--- config.mk ---
export PLATFORM = sky130hd
export DESIGN_NAME = i2c_pattern_tester
export DESIGN_NICKNAME = d
export VERILOG_FILES = /design/src/rtl/i2c_pattern_tester.sv
export SDC_FILE = /design/constraint.sdc
export NUM_CORES = 1
export LEC_CHECK = 0
export CORE_MARGIN = 8
export CORE_UTILIZATION = 35
export DETAILED_ROUTE_END_ITERATION = 12
export PLACE_DENSITY = 0.59
export SETUP_SLACK_MARGIN = 0.02
export SLEW_MARGIN = 20
export SYNTH_ARGS = -nofsm -noshare
export SYNTH_HDL_FRONTEND = slang
export SYNTH_SLANG_ARGS = --single-unit
--- constraint.sdc ---
create_clock -name clk -period 10.6 [get_ports clk]
set_input_delay 2.12 -clock clk [delete_from_list [all_inputs] [get_ports clk]]
set_output_delay 2.12 -clock clk [all_outputs]
set_load 0.01 [all_outputs]
--- src/rtl/i2c_pattern_tester.sv ---
// Cycle-based two-pin (SCL/SDA) vector engine: applies drive/compare codes per tester
// cycle, strobes synchronized pad levels and keeps saturating logger/pattern counters.
module i2c_pattern_tester #(
  parameter int unsigned CYCLE_CLKS = 4,
  parameter int unsigned STROBE_CLK = 2,
  parameter int unsigned REP_W      = 16,
  parameter int unsigned CNT_W      = 32
) (
  input  logic             clk,
  input  logic             rst,
  input  logic             clr,
  input  logic             vec_valid,
  output logic             vec_ready,
  input  logic [2:0]       vec_scl,
  input  logic [2:0]       vec_sda,
  input  logic [REP_W-1:0] vec_repeat,
  input  logic             scl_in,
  input  logic             sda_in,
  output logic             scl_oe,
  output logic             sda_oe,
  output logic             running,
  output logic [CNT_W-1:0] cycle_number,
  output logic [CNT_W-1:0] vector_number,
  output logic [REP_W-1:0] repeat_count,
  output logic [CNT_W-1:0] compare_number,
  output logic [CNT_W-1:0] fail_number,
  output logic             fail_seen,
  output logic [CNT_W-1:0] first_fail_vec
);
  localparam int unsigned PH_W = (CYCLE_CLKS > 1) ? $clog2(CYCLE_CLKS) : 1;

  typedef enum logic {IDLE, RUN} state_t;

  state_t          state, next_state;
  logic [PH_W-1:0] phase;
  logic [2:0]      scl_code, sda_code;
  logic [1:0]      scl_sync, sda_sync;
  logic            have_vec;
  logic            last, accept, strobe;
  logic            scl_chk, sda_chk, scl_miss, sda_miss;
  logic [1:0]      n_cmp, n_fail;

  function automatic logic [CNT_W-1:0] sat_add(input logic [CNT_W-1:0] cnt,
                                               input logic [1:0] inc);
    logic [CNT_W:0] sum;
    sum = {1'b0, cnt} + {{(CNT_W-1){1'b0}}, inc};
    return sum[CNT_W] ? '1 : sum[CNT_W-1:0];
  endfunction

  assign running   = (state == RUN);
  assign last      = (phase == PH_W'(CYCLE_CLKS - 1));
  assign vec_ready = !running || (last && repeat_count == '0);
  assign accept    = vec_valid && vec_ready;
  assign strobe    = running && (phase == PH_W'(STROBE_CLK));

  // Only codes 010/011 compare; bit 0 is the expected level.
  assign scl_chk  = !scl_code[2] && scl_code[1];
  assign sda_chk  = !sda_code[2] && sda_code[1];
  assign scl_miss = scl_chk && (scl_sync[1] != scl_code[0]);
  assign sda_miss = sda_chk && (sda_sync[1] != sda_code[0]);
  assign n_cmp    = {1'b0, scl_chk} + {1'b0, sda_chk};
  assign n_fail   = {1'b0, scl_miss} + {1'b0, sda_miss};

  always_ff @(posedge clk or posedge rst) begin
    if (rst) state <= IDLE;
    else     state <= next_state;
  end

  always_comb begin
    next_state = state;
    case (state)
      IDLE: if (accept) next_state = RUN;
      RUN:  if (last && repeat_count == '0 && !accept) next_state = IDLE;
      default: next_state = IDLE;
    endcase
  end

  always_ff @(posedge clk or posedge rst) begin
    if (rst) begin
      phase        <= '0;
      scl_code     <= 3'b100;
      sda_code     <= 3'b100;
      scl_sync     <= '0;
      sda_sync     <= '0;
      repeat_count <= '0;
      scl_oe       <= 1'b0;
      sda_oe       <= 1'b0;
    end else begin
      scl_sync <= {scl_sync[0], scl_in};
      sda_sync <= {sda_sync[0], sda_in};
      if (accept) begin
        phase        <= '0;
        scl_code     <= vec_scl;
        sda_code     <= vec_sda;
        repeat_count <= vec_repeat;
        scl_oe       <= (vec_scl == 3'b000);
        sda_oe       <= (vec_sda == 3'b000);
      end else if (running) begin
        phase <= last ? '0 : phase + 1'b1;
        if (last) begin
          if (repeat_count != '0) begin
            repeat_count <= repeat_count - 1'b1;
          end else begin
            scl_oe <= 1'b0;
            sda_oe <= 1'b0;
          end
        end
      end
    end
  end

  // Statistics: clr has priority over any strobe or cycle-end in the same clk.
  always_ff @(posedge clk or posedge rst) begin
    if (rst) begin
      cycle_number   <= '0;
      vector_number  <= '0;
      compare_number <= '0;
      fail_number    <= '0;
      fail_seen      <= 1'b0;
      first_fail_vec <= '0;
      have_vec       <= 1'b0;
    end else if (clr) begin
      cycle_number   <= '0;
      vector_number  <= '0;
      compare_number <= '0;
      fail_number    <= '0;
      fail_seen      <= 1'b0;
      first_fail_vec <= '0;
      have_vec       <= 1'b0;
    end else begin
      if (accept) begin
        have_vec <= 1'b1;
        if (have_vec) vector_number <= sat_add(vector_number, 2'd1);
      end
      if (running && last) cycle_number <= sat_add(cycle_number, 2'd1);
      if (strobe) begin
        compare_number <= sat_add(compare_number, n_cmp);
        fail_number    <= sat_add(fail_number, n_fail);
        if ((scl_miss || sda_miss) && !fail_seen) begin
          fail_seen      <= 1'b1;
          first_fail_vec <= vector_number;
        end
      end
    end
  end
endmodule

After elaboration in Yosys (flattened, before gate mapping)
Index checks and enable logic that the tools add are counted.
- flip-flop bits (word level): 193
- output and inout bits: 181
- word-level logic and storage cells: 99
- $add $sub $neg: 8
- equal/unequal tests: 5
- muxes and demuxes: 36
- bitwise logic cells: 1
- reductions and logical operators: 33
- operators by type and width (cell ; number):
    32-bit two-way mux ; 16
    32-bit by 1-bit adder with 33-bit output (second input constant) ; 2
    32-bit by 2-bit adder with 33-bit output ; 2
    16-bit two-way mux ; 4
    16-bit zero test ; 1
    16-bit nonzero test ; 1
    2-bit nonzero test ; 8
    16-bit by 1-bit subtractor with 16-bit output (second input constant) ; 1
    1-bit two-way mux ; 12
    1-bit logical AND ; 10
    3-bit zero test ; 2
    2-bit two-way mux ; 3
    3-bit AND reduction ; 2
    1-bit zero test ; 5
    1-bit by 1-bit adder with 2-bit output ; 2
    2-bit equality test (second input constant) ; 2
    2-bit AND reduction ; 2
    2-bit by 1-bit adder with 2-bit output (second input constant) ; 1
    1-bit logical OR ; 2
    1-bit inequality test ; 2
    2-bit inequality test (second input constant) ; 1
    1-bit case mux with 2 select lines ; 1
    1-bit inverter ; 1

Depth between registers and ports, before layout
Gate-level depths: netlist of run 1.
- depth in word-level cells: 8
- mapped depth: 11

Worst setup path after synthesis of run 1
No wires, ideal clock.
- path type: reg2out
- start: register repeat_count[0]
- end: output vec_ready
- arrival: 1833 ps
- setup slack: 6647 ps
- stages on the path, launching flop included: 7
- cells stage by stage: dfrtp_1 -> inv_1 -> ha_1 -> nor4b_1 -> nand4_2 -> o21ai_4 -> buf_2
- cells in the longest elaborated chain, start to end: 3
- RTL lines (what ; line ; source):
    start, declared ; 24 ; output logic [REP_W-1:0] repeat_count,
    start signal, assigned ; 95 ; repeat_count <= vec_repeat;
    start signal, assigned ; 102 ; repeat_count <= repeat_count - 1'b1;
    16-bit zero test ; 52 ; assign vec_ready = !running || (last && repeat_count == '0);
    1-bit logical AND ; 52 ;
    1-bit logical OR ; 52 ;
    end, declared ; 13 ; output logic vec_ready,
No other way between the ends.

Worst setup path after layout of run 1
Ends and elaborated chain as after synthesis.

==> impl_metrics.ini, run 1 <==
[timing]
hold_ws_ns = 0.354
setup_tns_ns = 0
setup_viol = 0
fin_skew_ns = 0.0162
grt_setup_unrepaired = no
layout_setup_ws_ns = 5.39
tightest_slew_ns = 1.03
finalMaxSlewViolations = 0
fin_crit_sh_pct = 49.2
hold_viol = 0
fmax_ghz = 0.192
slew_headroom_pct = 30.8
min_period_ns = 5.21

[finish]
multi_input_area_um2 = 5340
fill_cells = 2960
final_cell_count_no_fill = 1704
final_area_um2 = 13500
seqCellArea_um2 = 4830
synthToLayoutAreaGrowth_pct = 27.0
final_util_pct = 44.7
nets = 1332
drive_gt1_share_pct = 7.19
insertedDiodeCount = 0

[synthesis]
synth_edf_count = 0
synth_async_sr_flop_share_pct = 100
yosysMostFrequentCell = dfrtp_1
ys_seq_area_share_pct = 45.3
mappedNetlistNets = 1165
synth-main-ff-cell = dfrtp_1
synthTopCellsByCount = dfrtp_1, nor2_1, nor3_1
yosys_register_bits = 193
ys_warn_count = 0
netlist_top_cells_area = dfrtp_1, nor2_1, mux2i_1, nor3_1, a21oi_1
synth_cell_types = 76
synth.largest_area_cell = dfrtp_1
synthesis.area_um2 = 10700
avgSynthCellArea_um2 = 9.45
yosys.area.top_type_share_pct = 44.8
syn_inst = 1128

[critical_path]
path_buf_inv = 2
crit_path_start_kind = flop
cp_slowest_cell = clkdlybuf4s50_1
path_cells = inv_1, ha_1, nor4b_1, nand4_2, o21ai_4, clkdlybuf4s50_1
required_ns = 8.48
slowest_delay_ns = 0.64
crit_family = simple AND/OR/NAND/NOR gates
critPathKind = flop to output port
critPathArrivalTime_ns = 3.09
path_max_fanout = 19
end_kind = output port

[pwr]
p_leak_nw = 5.22
p_per_area_nw_per_um2 = 139
power.total_mw = 1.88
vdd_drop_max_mv = 0.0866

[global_routing]
grt_use_total_pct = 17.8
grt_overflow = 0
grt_pass1_vias = 9567
grt_pass1_wl_um = 53000
grt_start_max_net_pins = 132
antenna_found_initial = 0

[job]
maxCapViolCount = 0

[run_status]
status = complete, no violations

[floorplan]
die_y_um = 191
core_um2 = 30300
fp-row-count = 64
chipWidth_um = 191
ios = 209
start_util_pct = 35.2
fp.dieArea_um2 = 36300

[cts]
cts_resized = 0
cts_tree = built
h-tree-depth = 4
cts_setup_buffers = 0
clock_sink_count = 193
ctsHoldBuffers = 0
clkTransAtPathRegs_ns = 0.08
clk_latency_ns = 0.43
cts_made_buffers = 17
cts_root_buf = clkbuf_16
clockBufferDepth = 2

[routing]
via_count = 9565
viasPerCell = 5.61
ant_nets = 0
drtIter0Drc = 730
avgRoutedWirePerCell_um = 18.9
finalWirelength_um = 32200
drc = 0
first_pass_iters = 6

[placement]
hpwl_um = 22100
dp_slack_ns = 5.87
gp_congestion = 0.816
io_buffers = 208
post_dp_cell_area_um2 = 13000
place_inst = 1672

[worst_hold_path]
hold_path.class = flop to flop
[cell type report]
type	count	share of cell area, %
clock buffers	19	3.27
clock inverters	13	0.878
inverters	33	0.971
multi-input cells	830	39.5
flip-flops and latches	193	35.7
well taps	396	3.66
repair buffers	220	16.0
[cells in the final DEF, fill, tap and decap left out, types with 17 or more instances in the layout]
cell type        instances
mux2i_1                 38
a211oi_1                28
nand4_1                 27
inv_1                   32
nand2_1                 50
a21oi_1                 66
and2_1                  24
o21ai_0                 49
nor2_1                 111
clkbuf_16               17
nand3_1                 57
nor3_1                  71
dfrtp_1                191
o21a_1                  17
and4_1                  32
clkdlybuf4s50_1        207
a31oi_1                 39
and3_1                  35
[registers in the layout, indices dropped and copies added, names as in the netlist]
name            count
sda_code            3
scl_oe              1
scl_sync            2
have_vec            1
running             1
cycle_number       32
repeat_count       16
compare_number     32
fail_number        32
vector_number      32
phase               2
first_fail_vec     32
sda_sync            2
fail_seen           1
scl_code            3
sda_oe              1
[power by group]
part	total [mW]	switching, mW	internal (mW)
Sequential	0.845	0.0629	0.782
Clock	0.638	0.321	0.318
Combinational	0.395	0.229	0.166
[cell families after synthesis]
family / count (synthesis) / synth area share (%)
flops: 193 / 45.3
simple gates: 490 / 26.1
mux: 46 / 4.41
fa+ha+maj: 9 / 1.20
buf+inv: 105 / 4.70
xor+xnor: 18 / 1.48
compound gates: 267 / 16.7
[per-layer routing]
layer | GRT usage (%) | wire length (um) | up-vias | part of all wire [%]
met5 | 0 | 0 | - | 0
met4 | 4.77 | 495 | 0 | 1.5
met3 | 4.50 | 1950 | 34 | 6.0
met2 | 28.7 | 15300 | 247 | 47
met1 | 23.5 | 14500 | 4702 | 45
li1 | - | - | 4582 | -
[final timing paths]
| check | startpoint | end | slack, ns | cells after the start |
|---|---|---|---|---|
| hold / removal | scl_sync[0] | scl_sync[1] | 0.35 | 0 |
| max in group asynchronous | rst | compare_number[13] | 6.89 | 3 |
| min in group asynchronous | rst | cycle_number[17] | 2.26 | 2 |
| hold reg to reg | scl_sync[0] | scl_sync[1] | 0.35 | 0 |
| setup / recovery | repeat_count[0] | vec_ready | 5.39 | 6 |
| setup reg to reg | scl_code[2] | fail_number[29] | 7.19 | 8 |
Note: power is estimated with default switching activity, not from simulation.
==> run 2: changes to the inputs <==
clock period = 5.3 ns   (was 10.6 ns; I/O delays follow)
==> impl_metrics.ini, run 2 (synthesized netlist as in run 1, its figures left out) <==
[timing]
fin_crit_sh_pct = 77.9
tightest_slew_ns = 0.995
hold_viol = 0
grt_setup_unrepaired = no
slew_headroom_pct = 33.1
min_period_ns = 4.13
setup_viol = 0
finalMaxSlewViolations = 0
fin_skew_ns = 0.0170
setup_tns_ns = 0
fmax_ghz = 0.242

[cts]
ctsHoldBuffers = 0
cts_made_buffers = 17
cts_setup_buffers = 0
cts_tree = built
clockBufferDepth = 2
clock_sink_count = 193
clkTransAtPathRegs_ns = 0.08
cts_root_buf = clkbuf_16
cts_resized = 0
clk_latency_ns = 0.44
h-tree-depth = 4

[pwr]
vdd_drop_max_mv = 0.203
p_sw_mw = 1.24
p_per_area_nw_per_um2 = 287
switching_share_pct = 31.6
sequentialPowerShare_pct = 43.0
comb_power_share_pct = 20.3
intPower_mw = 2.69
p_leak_nw = 5.28
clockPowerShare_pct = 36.7

[finish]
layout_common_cells = clkdlybuf4s50_1, dfrtp_1, nor2_1, nor3_1, a21oi_1
drive_gt1_share_pct = 7.40
final_cell_count_no_fill = 1706
final_util_pct = 45.1
insertedDiodeCount = 0
synthToLayoutAreaGrowth_pct = 28.2
layout_commonest_cell = clkdlybuf4s50_1
nets = 1334

[global_routing]
grt_overflow = 0
grt_start_max_net_pins = 78
grt_pass1_wl_um = 52000
grt_use_total_pct = 17.5
antenna_found_initial = 0
grt_pass1_vias = 9231

[critical_path]
critPathArrivalTime_ns = 3.07
path_buf_inv = 2
path_cells = inv_1, ha_1, nor4b_1, nand4_2, o21ai_4, clkdlybuf4s50_1
end_kind = output port
critPathKind = flop to output port
path_max_fanout = 19
cp_slowest_cell = clkdlybuf4s50_1
reg2reg_depth = 7
required_ns = 4.24
slowest_delay_ns = 0.64
cp.depth = 6
crit_family = buffers and inverters
crit_path_start_kind = flop

[routing]
ant_nets = 0
drtIter0Drc = 716
wl_met1_um = 14700
viasPerCell = 5.60
via_count = 9550
dr.max_layer_used = met4
avgRoutedWirePerCell_um = 18.8
wl_met2_um = 14900
drc = 0
first_pass_iters = 5
finalWirelength_um = 32100
wl_met3_um = 1820

[floorplan]
ios = 209
fp-row-count = 64
die_y_um = 191
start_util_pct = 35.2
chipWidth_um = 191
core_um2 = 30300
fp.dieArea_um2 = 36300

[job]
maxCapViolCount = 0

[worst_hold_path]
worstHoldPathCells = 0
hold_path.class = flop to flop

[run_status]
status = complete, no violations

[placement]
gp_congestion = 0.799
place_inst = 1674
hpwl_um = 22300
io_buffers = 208
run 2: cell types whose count changed in the layout (fill, tap and decap cells not counted), moves of 2 or more:
| cell | previous run | this run |
|---|---|---|
| buf_12 | 0 | 2 |
| bufinv_16 | 0 | 3 |
| clkinv_2 | 2 | 0 |
| clkinv_4 | 0 | 2 |
| inv_6 | 5 | 2 |
run 2: per-layer routing:
layer	track usage (%)	vias up
met4	5.85	0
met2	27.2	247
met1	23.8	4685
li1	-	4586
met5	0	-
met3	4.02	32
run 2: per-stage QoR:
stage                     power [mW]  hold WS, ns  setup WS, ns  cell area [um2]
after detailed placement        2.52        0.342          1.65            13000
after global placement          2.52        0.333          1.73            13000
after global routing            4.15        0.378         0.899            13700
final                           3.92        0.360          1.17            13700
after floorplan                 2.18        0.331          1.75            10700
after CTS                       3.99        0.361          1.15            13700
run 2: power by group through the flow:
stage / Combinational (mW) / Clock [mW] / Sequential (mW)
3_3_place_gp: 0.809 / 0 / 1.71
4_1_cts: 0.813 / 1.49 / 1.69
5_1_grt: 0.894 / 1.56 / 1.70
2_1_floorplan: 0.453 / 0 / 1.73
3_5_place_dp: 0.807 / 0 / 1.72
6_report: 0.796 / 1.44 / 1.69
run 2: final cells by class:
cell class              instances  area, um2
inverters                      33        128
clock inverters                14        214
multi-input cells             830       5340
fillers                      2940      16600
flip-flops and latches        193       4830
clock buffers                  18        439
repair buffers                222       2210
well taps                     396        495
run 2: final timing paths:
kind | startpoint | endpoint | slack (ns)
worst max-delay path | repeat_count[0] | vec_ready | 1.17
worst min-delay path | scl_sync[0] | scl_sync[1] | 0.36
worst max register to register | repeat_count[0] | sda_code[0] | 1.97
worst min register to register | scl_sync[0] | scl_sync[1] | 0.36
max in group asynchronous | rst | first_fail_vec[29] | 3.16
min in group asynchronous | rst | sda_sync[0] | 1.19
